[src/rtl/coil_switch_core_pkg.sv]
// rtl/coil_switch_core_pkg.sv - shared CREG/EFLG bit indices and sequencer state codes
// Imported by coil_switch_core and its synchronizer sub-module.
package coil_switch_core_pkg;

    // CREG bit positions
    localparam int CREG_ARM       = 0;
    localparam int CREG_SRC       = 1;
    localparam int CREG_SOFT_FIRE = 2;
    localparam int CREG_CLR_FLG   = 3;

    // EFLG bit positions; [1:0] are live status, [7:2] are sticky
    localparam int EFLG_ARMED  = 0;
    localparam int EFLG_BUSY   = 1;
    localparam int EFLG_DONE   = 2;
    localparam int EFLG_LIMIT  = 3;
    localparam int EFLG_OCP    = 4;
    localparam int EFLG_RETRIG = 5;
    localparam int EFLG_ZLMT   = 6;
    localparam int EFLG_ABORT  = 7;

    typedef enum logic [2:0] {
        ST_IDLE  = 3'd0,
        ST_ARMED = 3'd1,
        ST_DELAY = 3'd2,
        ST_FIRE  = 3'd3,
        ST_DONE  = 3'd4
    } state_t;

endpackage

[src/rtl/coil_switch_core_sync_edge.sv]
// rtl/coil_switch_core_sync_edge.sv - SYNC-stage synchronizer with optional registered rise detect
// Ports: clk, rst_n (async active-low), d (asynchronous input),
//        q (synchronized level when RISE=0, one-clock registered rising-edge pulse when RISE=1).
module coil_switch_core_sync_edge #(
    parameter int SYNC = 2,
    parameter bit RISE = 1'b1
) (
    input  logic clk,
    input  logic rst_n,
    input  logic d,
    output logic q
);

    logic [SYNC-1:0] sync_q;
    logic            level;

    always_ff @(posedge clk or negedge rst_n) begin
        if (!rst_n) begin
            sync_q <= '0;
        end else begin
            sync_q <= {sync_q[SYNC-2:0], d};
        end
    end

    assign level = sync_q[SYNC-1];

    generate
        if (RISE) begin : g_rise
            logic prev_q;
            logic rise_q;
            // Registered edge: the pulse appears one clock after the synchronized level rises.
            always_ff @(posedge clk or negedge rst_n) begin
                if (!rst_n) begin
                    prev_q <= 1'b0;
                    rise_q <= 1'b0;
                end else begin
                    prev_q <= level;
                    rise_q <= level & ~prev_q;
                end
            end
            assign q = rise_q;
        end else begin : g_level
            assign q = level;
        end
    endgenerate

endmodule

[src/rtl/coil_switch_core.sv]
// rtl/coil_switch_core.sv - coil shot sequencer: armed trigger, delay, bounded gate pulse, flags
// Ports: I_clk, I_rst_n (async active-low), I_creg (ARM/SRC/SOFT_FIRE/CLR_FLG),
//        I_dly/I_lmt (delay and gate limit, clocks), I_sensor/I_ocp (asynchronous),
//        O_gate (registered coil drive), O_eflg (status/sticky flags), O_acc (gate-on clocks).
module coil_switch_core
    import coil_switch_core_pkg::*;
#(
    parameter int W    = 24,
    parameter int SYNC = 2
) (
    input  logic         I_clk,
    input  logic         I_rst_n,
    input  logic [7:0]   I_creg,
    input  logic [W-1:0] I_dly,
    input  logic [W-1:0] I_lmt,
    input  logic         I_sensor,
    input  logic         I_ocp,
    output logic         O_gate,
    output logic [7:0]   O_eflg,
    output logic [W-1:0] O_acc
);

    state_t       state_q;
    logic [W-1:0] dly_q;
    logic [W-1:0] lmt_q;
    logic [W-1:0] cnt_q;
    logic [7:2]   flg_q;
    logic [7:2]   flg_set;

    logic sensor_rise;
    logic ocp_lvl;
    logic soft_prev_q;
    logic soft_rise_q;
    logic trig;
    logic arm;
    logic clr;
    logic busy;
    logic acc_last;
    logic [W-1:0] acc_inc;
    logic unused_creg_rsvd;

    coil_switch_core_sync_edge #(.SYNC(SYNC), .RISE(1'b1)) u_sensor_sync (
        .clk   (I_clk),
        .rst_n (I_rst_n),
        .d     (I_sensor),
        .q     (sensor_rise)
    );

    coil_switch_core_sync_edge #(.SYNC(SYNC), .RISE(1'b0)) u_ocp_sync (
        .clk   (I_clk),
        .rst_n (I_rst_n),
        .d     (I_ocp),
        .q     (ocp_lvl)
    );

    // Soft fire is already synchronous; only the registered edge detect is needed.
    always_ff @(posedge I_clk or negedge I_rst_n) begin
        if (!I_rst_n) begin
            soft_prev_q <= 1'b0;
            soft_rise_q <= 1'b0;
        end else begin
            soft_prev_q <= I_creg[CREG_SOFT_FIRE];
            soft_rise_q <= I_creg[CREG_SOFT_FIRE] & ~soft_prev_q;
        end
    end

    assign arm              = I_creg[CREG_ARM];
    assign clr              = I_creg[CREG_CLR_FLG];
    assign trig             = I_creg[CREG_SRC] ? soft_rise_q : sensor_rise;
    assign busy             = (state_q == ST_DELAY) || (state_q == ST_FIRE);
    assign acc_inc          = (&O_acc) ? O_acc : O_acc + W'(1);
    assign acc_last         = (O_acc == lmt_q - W'(1));
    assign unused_creg_rsvd = ^I_creg[7:4];

    // FSM and counters; OCP outranks disarm, which outranks trigger/count.
    always_ff @(posedge I_clk or negedge I_rst_n) begin
        if (!I_rst_n) begin
            state_q <= ST_IDLE;
            O_gate  <= 1'b0;
            O_acc   <= '0;
            cnt_q   <= '0;
            dly_q   <= '0;
            lmt_q   <= '0;
        end else begin
            case (state_q)
                ST_IDLE: begin
                    O_gate <= 1'b0;
                    if (arm) state_q <= ST_ARMED;
                end
                ST_ARMED: begin
                    if (!arm) begin
                        state_q <= ST_IDLE;
                    end else if (trig) begin
                        // Snapshot so register writes during the shot have no effect.
                        dly_q <= I_dly;
                        lmt_q <= I_lmt;
                        O_acc <= '0;
                        cnt_q <= '0;
                        if (I_lmt == '0) begin
                            state_q <= ST_DONE;
                        end else if (I_dly == '0) begin
                            state_q <= ST_FIRE;
                            O_gate  <= 1'b1;
                        end else begin
                            state_q <= ST_DELAY;
                        end
                    end
                end
                ST_DELAY: begin
                    if (ocp_lvl) begin
                        state_q <= ST_DONE;
                    end else if (!arm) begin
                        state_q <= ST_IDLE;
                    end else if (cnt_q == dly_q - W'(1)) begin
                        state_q <= ST_FIRE;
                        O_gate  <= 1'b1;
                    end else begin
                        cnt_q <= cnt_q + W'(1);
                    end
                end
                ST_FIRE: begin
                    // Every clock the gate was high counts, including the terminating one.
                    O_acc <= acc_inc;
                    if (ocp_lvl) begin
                        O_gate  <= 1'b0;
                        state_q <= ST_DONE;
                    end else if (!arm) begin
                        O_gate  <= 1'b0;
                        state_q <= ST_IDLE;
                    end else if (acc_last) begin
                        O_gate  <= 1'b0;
                        state_q <= ST_DONE;
                    end
                end
                ST_DONE: begin
                    O_gate <= 1'b0;
                    if (!arm) state_q <= ST_IDLE;
                end
                default: begin
                    O_gate  <= 1'b0;
                    state_q <= ST_IDLE;
                end
            endcase
        end
    end

    always_comb begin
        flg_set              = '0;
        flg_set[EFLG_DONE]   = (state_q == ST_DONE);
        flg_set[EFLG_LIMIT]  = (state_q == ST_FIRE) && !ocp_lvl && arm && acc_last;
        flg_set[EFLG_OCP]    = ocp_lvl;
        flg_set[EFLG_RETRIG] = trig && (busy || (state_q == ST_DONE));
        flg_set[EFLG_ZLMT]   = (state_q == ST_ARMED) && arm && trig && (I_lmt == '0);
        flg_set[EFLG_ABORT]  = busy && !ocp_lvl && !arm;
    end

    // Sticky flags: CLR_FLG is a level clear, and a set in the same clock wins.
    always_ff @(posedge I_clk or negedge I_rst_n) begin
        if (!I_rst_n) begin
            flg_q <= '0;
        end else begin
            flg_q <= (flg_q & ~{6{clr}}) | flg_set;
        end
    end

    assign O_eflg = {flg_q, busy, (state_q == ST_ARMED)};

endmodule

[config.mk]
export PLATFORM = sky130hd
export DESIGN_NAME = coil_switch_core
export DESIGN_NICKNAME = d
export VERILOG_FILES = /design/src/rtl/coil_switch_core_pkg.sv /design/src/rtl/coil_switch_core_sync_edge.sv /design/src/rtl/coil_switch_core.sv
export SDC_FILE = /design/constraint.sdc
export NUM_CORES = 1
export LEC_CHECK = 0
export BUFFER_PORTS_ARGS = -buffer_cell sky130_fd_sc_hd__buf_2
export CELL_PAD_IN_SITES_DETAIL_PLACEMENT = 0
export CELL_PAD_IN_SITES_GLOBAL_PLACEMENT = 2
export CORE_ASPECT_RATIO = 1.1
export CORE_MARGIN = 5
export CORE_UTILIZATION = 33
export CTS_BUF_LIST = sky130_fd_sc_hd__clkbuf_2
export DETAILED_ROUTE_END_ITERATION = 12
export MAX_ROUTING_LAYER = met4
export PLACE_DENSITY_LB_ADDON = 0.1
export SYNTH_ARGS = -nofsm -noshare
export SYNTH_HDL_FRONTEND = slang
export SYNTH_SLANG_ARGS = --single-unit
[constraint.sdc]
create_clock -name I_clk -period 3.2 [get_ports I_clk]
set_input_delay 0.64 -clock I_clk [delete_from_list [all_inputs] [get_ports I_clk]]
set_output_delay 0.64 -clock I_clk [all_outputs]
set_load 0.005 [all_outputs]
==> flow_summary.json, run 1 <==
{
  "io_buffers": 88,
  "grt_antenna_before_repair": 1,
  "ys_ff_latch": 114,
  "clockPowerShare_pct": 16.9,
  "initial_core_util_pct": 33.59,
  "worstSetupStartpointType": "register",
  "period_share_pct": 104.1,
  "p_seq_share_pct": 34.3,
  "reg2reg_from": "dly_q[17]$_DFFE_PN0P_",
  "slew_headroom_pct": 45.34,
  "synth.distinct_cells": 73,
  "clock_skew_ps": 25.00,
  "synth_common_cells": "179 x nand2_1, 114 x dfrtp_1, 58 x nor2_1",
  "reg2reg_depth": 9,
  "place_hpwl_microns": 15950,
  "gr-usage-all-layers_pct": 18.16,
  "cap_violations": 0,
  "syn_nets": 931,
  "swShare_pct": 41.65,
  "h-tree-depth": 4,
  "fp.dieH_microns": 164.7,
  "holdCritStartpoint": "I_ocp",
  "power_per_cell_area_nw_per_um2": 713.4,
  "grt_pass1_wl_microns": 34780,
  "async_flop_share_pct": 100.0,
  "fmax_mhz": 300.1,
  "io_pins": 93,
  "setup_tns_ps": -1561,
  "grt_max_degree": 115,
  "seq_area_frac_synth_pct": 39.74,
  "fin_ws_ps": -132.4,
  "synth_top_area_share_pct": 39.74,
  "drt-initial-drc-count": 344,
  "synth_edf_count": 0,
  "grt.busiest_layer": "met2",
  "yosysTopAreaCell": "dfrtp_1",
  "drt_first_pass_iters": 5,
  "cp.required_ps": 3750,
  "hold_violations": 0,
  "utilization_pct": 42.13,
  "drt-wirelength-per-cell_microns": 16.62,
  "p_sw_mw": 2.675,
  "syn_inst": 867,
  "met3_usage_pct": 2.964,
  "p_leak_nw": 3.979,
  "setup_viol": 18,
  "clock-root-buffer": "clkbuf_2",
  "use_met2_pct": 33.12,
  "whs_path_depth": 1,
  "drt_drc_violations_left": 0,
  "violations": "setup timing",
  "finalCriticalPeriod_ps": 3332,
  "finalPower_mw": 6.422,
  "dieArea_sq_um": 24810,
  "grt_pass1_vias": 6888,
  "grt.overflow.total": 0,
  "hold_class": "in -> reg",
  "worstMarginPinSlew_ps": 819.9,
  "synth_ff_type": "dfrtp_1",
  "netlist_area_sq_um": 7179,
  "clk_latency_ps": 660,
  "crit_start": "dly_q[17]$_DFFE_PN0P_",
  "ys_top_cells_by_area": "dfrtp_1 40%, nand2_1 9.4%, xnor2_1 5.2%",
  "final_antenna_net_count": 0,
  "place_congestion": 0.8857,
  "cts_tree": "built",
  "num_vias": 6787,
  "worst_ir_drop_vdd_uv": 306.7,
  "cts_buffers": 17,
  "clockBufferDepth": 2,
  "finalMaxSlewViolations": 0,
  "rows": 56,
  "drive_gt1_share_pct": 25.32,
  "arrival_ps": 3880,
  "p_int_mw": 3.747,
  "postSynthAreaPerCell_sq_um": 8.281,
  "clock-sinks": 114,
  "wl_microns": 21640,
  "clkTransAtPathRegs_ps": 180,
  "via_per_inst": 5.213,
  "worst-path-max-fanout": 8,
  "fp.dieW_microns": 150.6,
  "end_kind": "register",
  "grt_setup_unrepaired": "yes",
  "yosysWarnings": 0,
  "pwr-share-comb_pct": 48.8,
  "pre_cts_ws_ps": -224.9,
  "layout.nets": 1063,
  "core_sq_um": 21370,
  "area_growth_pct": 25.39,
  "met1_usage_pct": 20.29,
  "critPathKind": "reg -> reg",
  "synth.most_common_cell": "nand2_1",
  "status": "finished, violations left"
}
-- power by group through the flow --
stage | clock network, mW | registers, mW | logic, mW
after floorplan | 0 | 2.14 | 1.92
after global placement | 0 | 2.21 | 2.84
after detailed placement | 0 | 2.23 | 2.90
after CTS | 1.14 | 2.20 | 3.01
after global routing | 1.19 | 2.27 | 3.49
final | 1.09 | 2.20 | 3.13
-- metrics by stage --
stage          area, sq um  instances  hold WS, ps
4_1_cts               8767       1299        6.994
5_1_grt               9002       1302        9.323
3_3_place_gp          8304       1255        336.1
3_5_place_dp          8304       1255        336.2
2_1_floorplan         7197        867        331.2
6_report              9002       1302        90.17
-- cell families after synthesis --
group / Yosys count / synth area share (%)
and+or+nand+nor: 442 / 30.73
AOI/OAI and AO/OA: 153 / 14.55
DFF: 114 / 39.74
buffers and inverters: 73 / 4.008
xor gates and xnor gates: 63 / 7.686
muxes: 18 / 2.597
adders and majority gates: 4 / 0.6971
-- metal layers --
metal	part of all wire, %	routed length (microns)
met5	0	0
met4	1.7	376
met1	42	9024
met3	2.9	637
met2	54	11610
-- critical path, stage by stage (launching register included) --
cell and delay, ps:
dfrtp_1 420, or4_4 540, or4_4 510, a2111oi_4 360, o22ai_2 120, or4b_4 570, nor3_4 180, buf_12 150
o2bb2ai_2 60, mux2_4 290
-- sequential cells by signal, indices dropped and copies added (netlist names) --
signal / cells
flg_q: 6
u_ocp_sync.sync_q: 2
state_q: 3
u_sensor_sync.q: 1
O_gate: 1
O_acc: 24
soft_rise_q: 1
lmt_q: 24
dly_q: 24
u_sensor_sync.g_rise.prev_q: 1
soft_prev_q: 1
u_sensor_sync.sync_q: 2
cnt_q: 24
-- layout by cell type (no fill, tap or decap), drive strengths merged, types with 20 or more instances in the layout --
cell   count
a21oi     39
buf      164
dfrtp    114
nand2    179
nand3     27
nor2      58
nor3      27
nor4      22
o21ai     35
or3       26
xnor2     43
xor2      20
-- path summary, 6_finish.rpt --
check | slack (ps) | to
min in group asynchronous | 590 | O_acc[21]$_DFFE_PN0P_
min reg2reg | 350 | u_ocp_sync.sync_q[1]$_DFF_PN0_
max reg2reg | -130 | cnt_q[20]$_DFFE_PN0P_
min | 90 | u_ocp_sync.sync_q[0]$_DFF_PN0_
max | -130 | cnt_q[20]$_DFFE_PN0P_
max in group asynchronous | 2070 | lmt_q[1]$_DFFE_PN0P_
-- final cells by class --
cell class / count / area, sq um
tap: 290 / 362.8
fill: 2216 / 12370
clock inverter: 12 / 165.2
inverter: 19 / 71.32
clock buffer: 19 / 95.09
sequential: 114 / 2854
multi-input combinational: 680 / 4328
antenna: 1 / 2.502
timing repair buffer: 167 / 1124
-- repair_timing --
item                                   4_1_cts  5_1_grt
setup endpoints to repair                   23       29
hold buffers                                 3        0
setup buffers                               10        3
resized for setup                           28       37
pin swaps                                   19       22
endpoints found under the hold margin       41        0
cloned                                       0        0
Note: power is estimated with default switching activity, not from simulation.
==> run 2: changes to the inputs <==
Settings changed: SYNTH_HIERARCHICAL set to 1.
==> run 2 against run 1 <==
  * The flow still finishes with violations (setup timing)
  * Hold slack better by 44 ps
  * Fmax down 3.2%
  * Total power up 6.1%
  * Die area down 2.8%
  * Critical path depth up 2
  * Routed wire length up 2.9%
  * Synthesized cell count down 5.4%
  * Clock skew up 14 ps
==> flow_summary.json, run 2 <==
{
  "status": "finished, violations left",
  "clock-root-buffer": "clkbuf_2",
  "crit_slowest_cell": "or4b_4",
  "worst_ir_drop_vdd_uv": 343.3,
  "grt.busiest_layer": "met2",
  "setup_viol": 29,
  "p_leak_nw": 4.136,
  "met1_usage_pct": 21.06,
  "gr-usage-all-layers_pct": 19.25,
  "crit_path_cell_trace": "inv_2, ha_4, or4b_4, or4_4, or4b_4, xnor2_2, o2111ai_2, or4_4, o21bai_4, a21boi_1, a41o_1",
  "finalCriticalPeriod_ps": 3444,
  "placed_cells": 1206,
  "synth_edf_count": 0,
  "drt_first_pass_iters": 7,
  "netlist_area_sq_um": 6964,
  "violations": "setup timing",
  "core_sq_um": 20640,
  "clkTransAtPathRegs_ps": 190,
  "ys_top_cells_by_area": "dfrtp_1 41%, nand2_1 9.2%, xnor2_1 6.2%",
  "cp.required_ps": 3800,
  "postSynthAreaPerCell_sq_um": 8.493,
  "synth_top_area_share_pct": 40.96,
  "pre_cts_ws_ps": -476.6,
  "period_share_pct": 107.6,
  "slew_headroom_pct": 47.05,
  "dieArea_sq_um": 24110,
  "placed_cell_area_sq_um": 8237,
  "yosysTopAreaCell": "dfrtp_1",
  "synth.distinct_cells": 72,
  "io_buffers": 88,
  "critPathKind": "reg -> reg",
  "cap_violations": 0,
  "synth.most_common_cell": "nand2_1",
  "fin_area_sq_um": 8846,
  "grt_max_degree": 53,
  "place_congestion": 0.8467,
  "layout.nets": 1056,
  "drt_drc_violations_left": 0,
  "final_antenna_net_count": 0,
  "synth_common_cells": "171 x nand2_1, 114 x dfrtp_1, 68 x nor2_1",
  "drt-initial-drc-count": 359,
  "utilization_pct": 42.85,
  "yosysWarnings": 6,
  "fmax_mhz": 290.4,
  "hold_class": "in -> reg",
  "drt-wirelength-per-cell_microns": 17.64,
  "final_common_cell": "nand2_1",
  "area_growth_pct": 27.02,
  "wl_microns": 22270,
  "grt_antenna_before_repair": 1,
  "met3_usage_pct": 3.312,
  "io_pins": 93,
  "clockBufferDepth": 2,
  "final_cell_mix": "169 x nand2_1, 114 x dfrtp_1, 90 x buf_4",
  "cts_tree": "built",
  "clock-sinks": 114,
  "worst-path-max-fanout": 5,
  "finalMaxSlewViolations": 0,
  "drive_gt1_share_pct": 25.77,
  "layoutNonFillerInstCount": 1262,
  "ys_ff_latch": 114,
  "fin_ws_ps": -243.7,
  "clock_skew_ps": 38.74,
  "rows": 55,
  "cts_buffers": 17,
  "hold_violations": 0,
  "cpPeakStageDelay_ps": 510,
  "fp.dieH_microns": 162.4,
  "whs_ps": 134.5,
  "syn_nets": 884,
  "use_met2_pct": 35.23,
  "fp.dieW_microns": 148.5,
  "grt_pass1_vias": 6895,
  "worstMarginPinSlew_ps": 794.2,
  "arrival_ps": 4040,
  "worstSetupStartpointType": "register",
  "seq_area_frac_synth_pct": 40.96,
  "async_flop_share_pct": 100.0,
  "end_kind": "register",
  "power_per_cell_area_nw_per_um2": 770.4,
  "h-tree-depth": 4,
  "place_hpwl_microns": 16610,
  "num_vias": 6699,
  "initial_core_util_pct": 33.73,
  "grt_pass1_wl_microns": 35720,
  "grt_setup_unrepaired": "yes",
  "synth_ff_type": "dfrtp_1",
  "grt.overflow.total": 0,
  "syn_inst": 820,
  "clk_latency_ps": 690,
  "rrSetupSlack_ps": -240,
  "via_per_inst": 5.308
}
[run 2: cell families after synthesis]
kind of cell,count (synthesis),share of synthesized area [%]
compound gates,131,13.47
xor+xnor,84,10.67
fa+ha+maj,4,0.7187
buf+inv,58,3.342
flops,114,40.96
mux,4,0.5929
simple gates,425,30.24
[run 2: area by class of cell]
class	count	area, sq um
clock buffer	19	95.09
clock inverter	13	166.4
fill	2106	11800
sequential	114	2853
inverter	19	71.32
tap	256	320.3
timing repair buffer	190	1270
multi-input combinational	650	4068
antenna	1	2.502
[run 2: routing by layer]
metal | vias to the layer above | share of wire [%]
li1 | 3263 | -
met2 | 111 | 54
met1 | 3294 | 41
met3 | 31 | 2.6
met5 | - | 0
met4 | 0 | 2.5
[run 2: power breakdown]
part,internal [mW],leakage [nW],switching (mW)
combinational,1.67,2.49,1.87
clock,0.507,0.158,0.585
sequential,1.81,1.49,0.372
[run 2: worst max-delay path, delay by kind of cell, from the launching register on]
kind | cells | cell delay (ps)
compound gates | 4 | 620
simple gates | 4 | 1910
buf+inv | 1 | 80
fa+ha+maj | 1 | 130
xor+xnor | 1 | 180
flops | 1 | 430
[run 2: worst paths after layout]
check	start	end	cells after the start
max	lmt_q[1]$_DFFE_PN0P_	state_q[0]$_DFFE_PN0P_	11
min in group asynchronous	I_rst_n	lmt_q[11]$_DFFE_PN0P_	2
max in group asynchronous	I_rst_n	cnt_q[4]$_DFFE_PN0P_	3
max reg2reg	lmt_q[1]$_DFFE_PN0P_	state_q[0]$_DFFE_PN0P_	11
min	I_dly[14]	dly_q[14]$_DFFE_PN0P_	3
min reg2reg	u_sensor_sync/sync_q[0]$_DFF_PN0_	u_sensor_sync/sync_q[1]$_DFF_PN0_	0
[run 2: through the flow]
step	total power, mW	TNS (ps)
after floorplan	4.130	-4709
after global placement	5.411	-5390
after detailed placement	5.474	-7553
after CTS	6.781	-6998
after global routing	7.354	-8965
final	6.815	-4043
[run 2: repair_timing]
item,4_1_cts,5_1_grt
hold buffers,3,1
resized for setup,19,17
pin swaps,16,10
gates cloned,1,1
endpoints found under the hold margin,52,1
buffers inserted,14,5
setup endpoints to repair,29,29
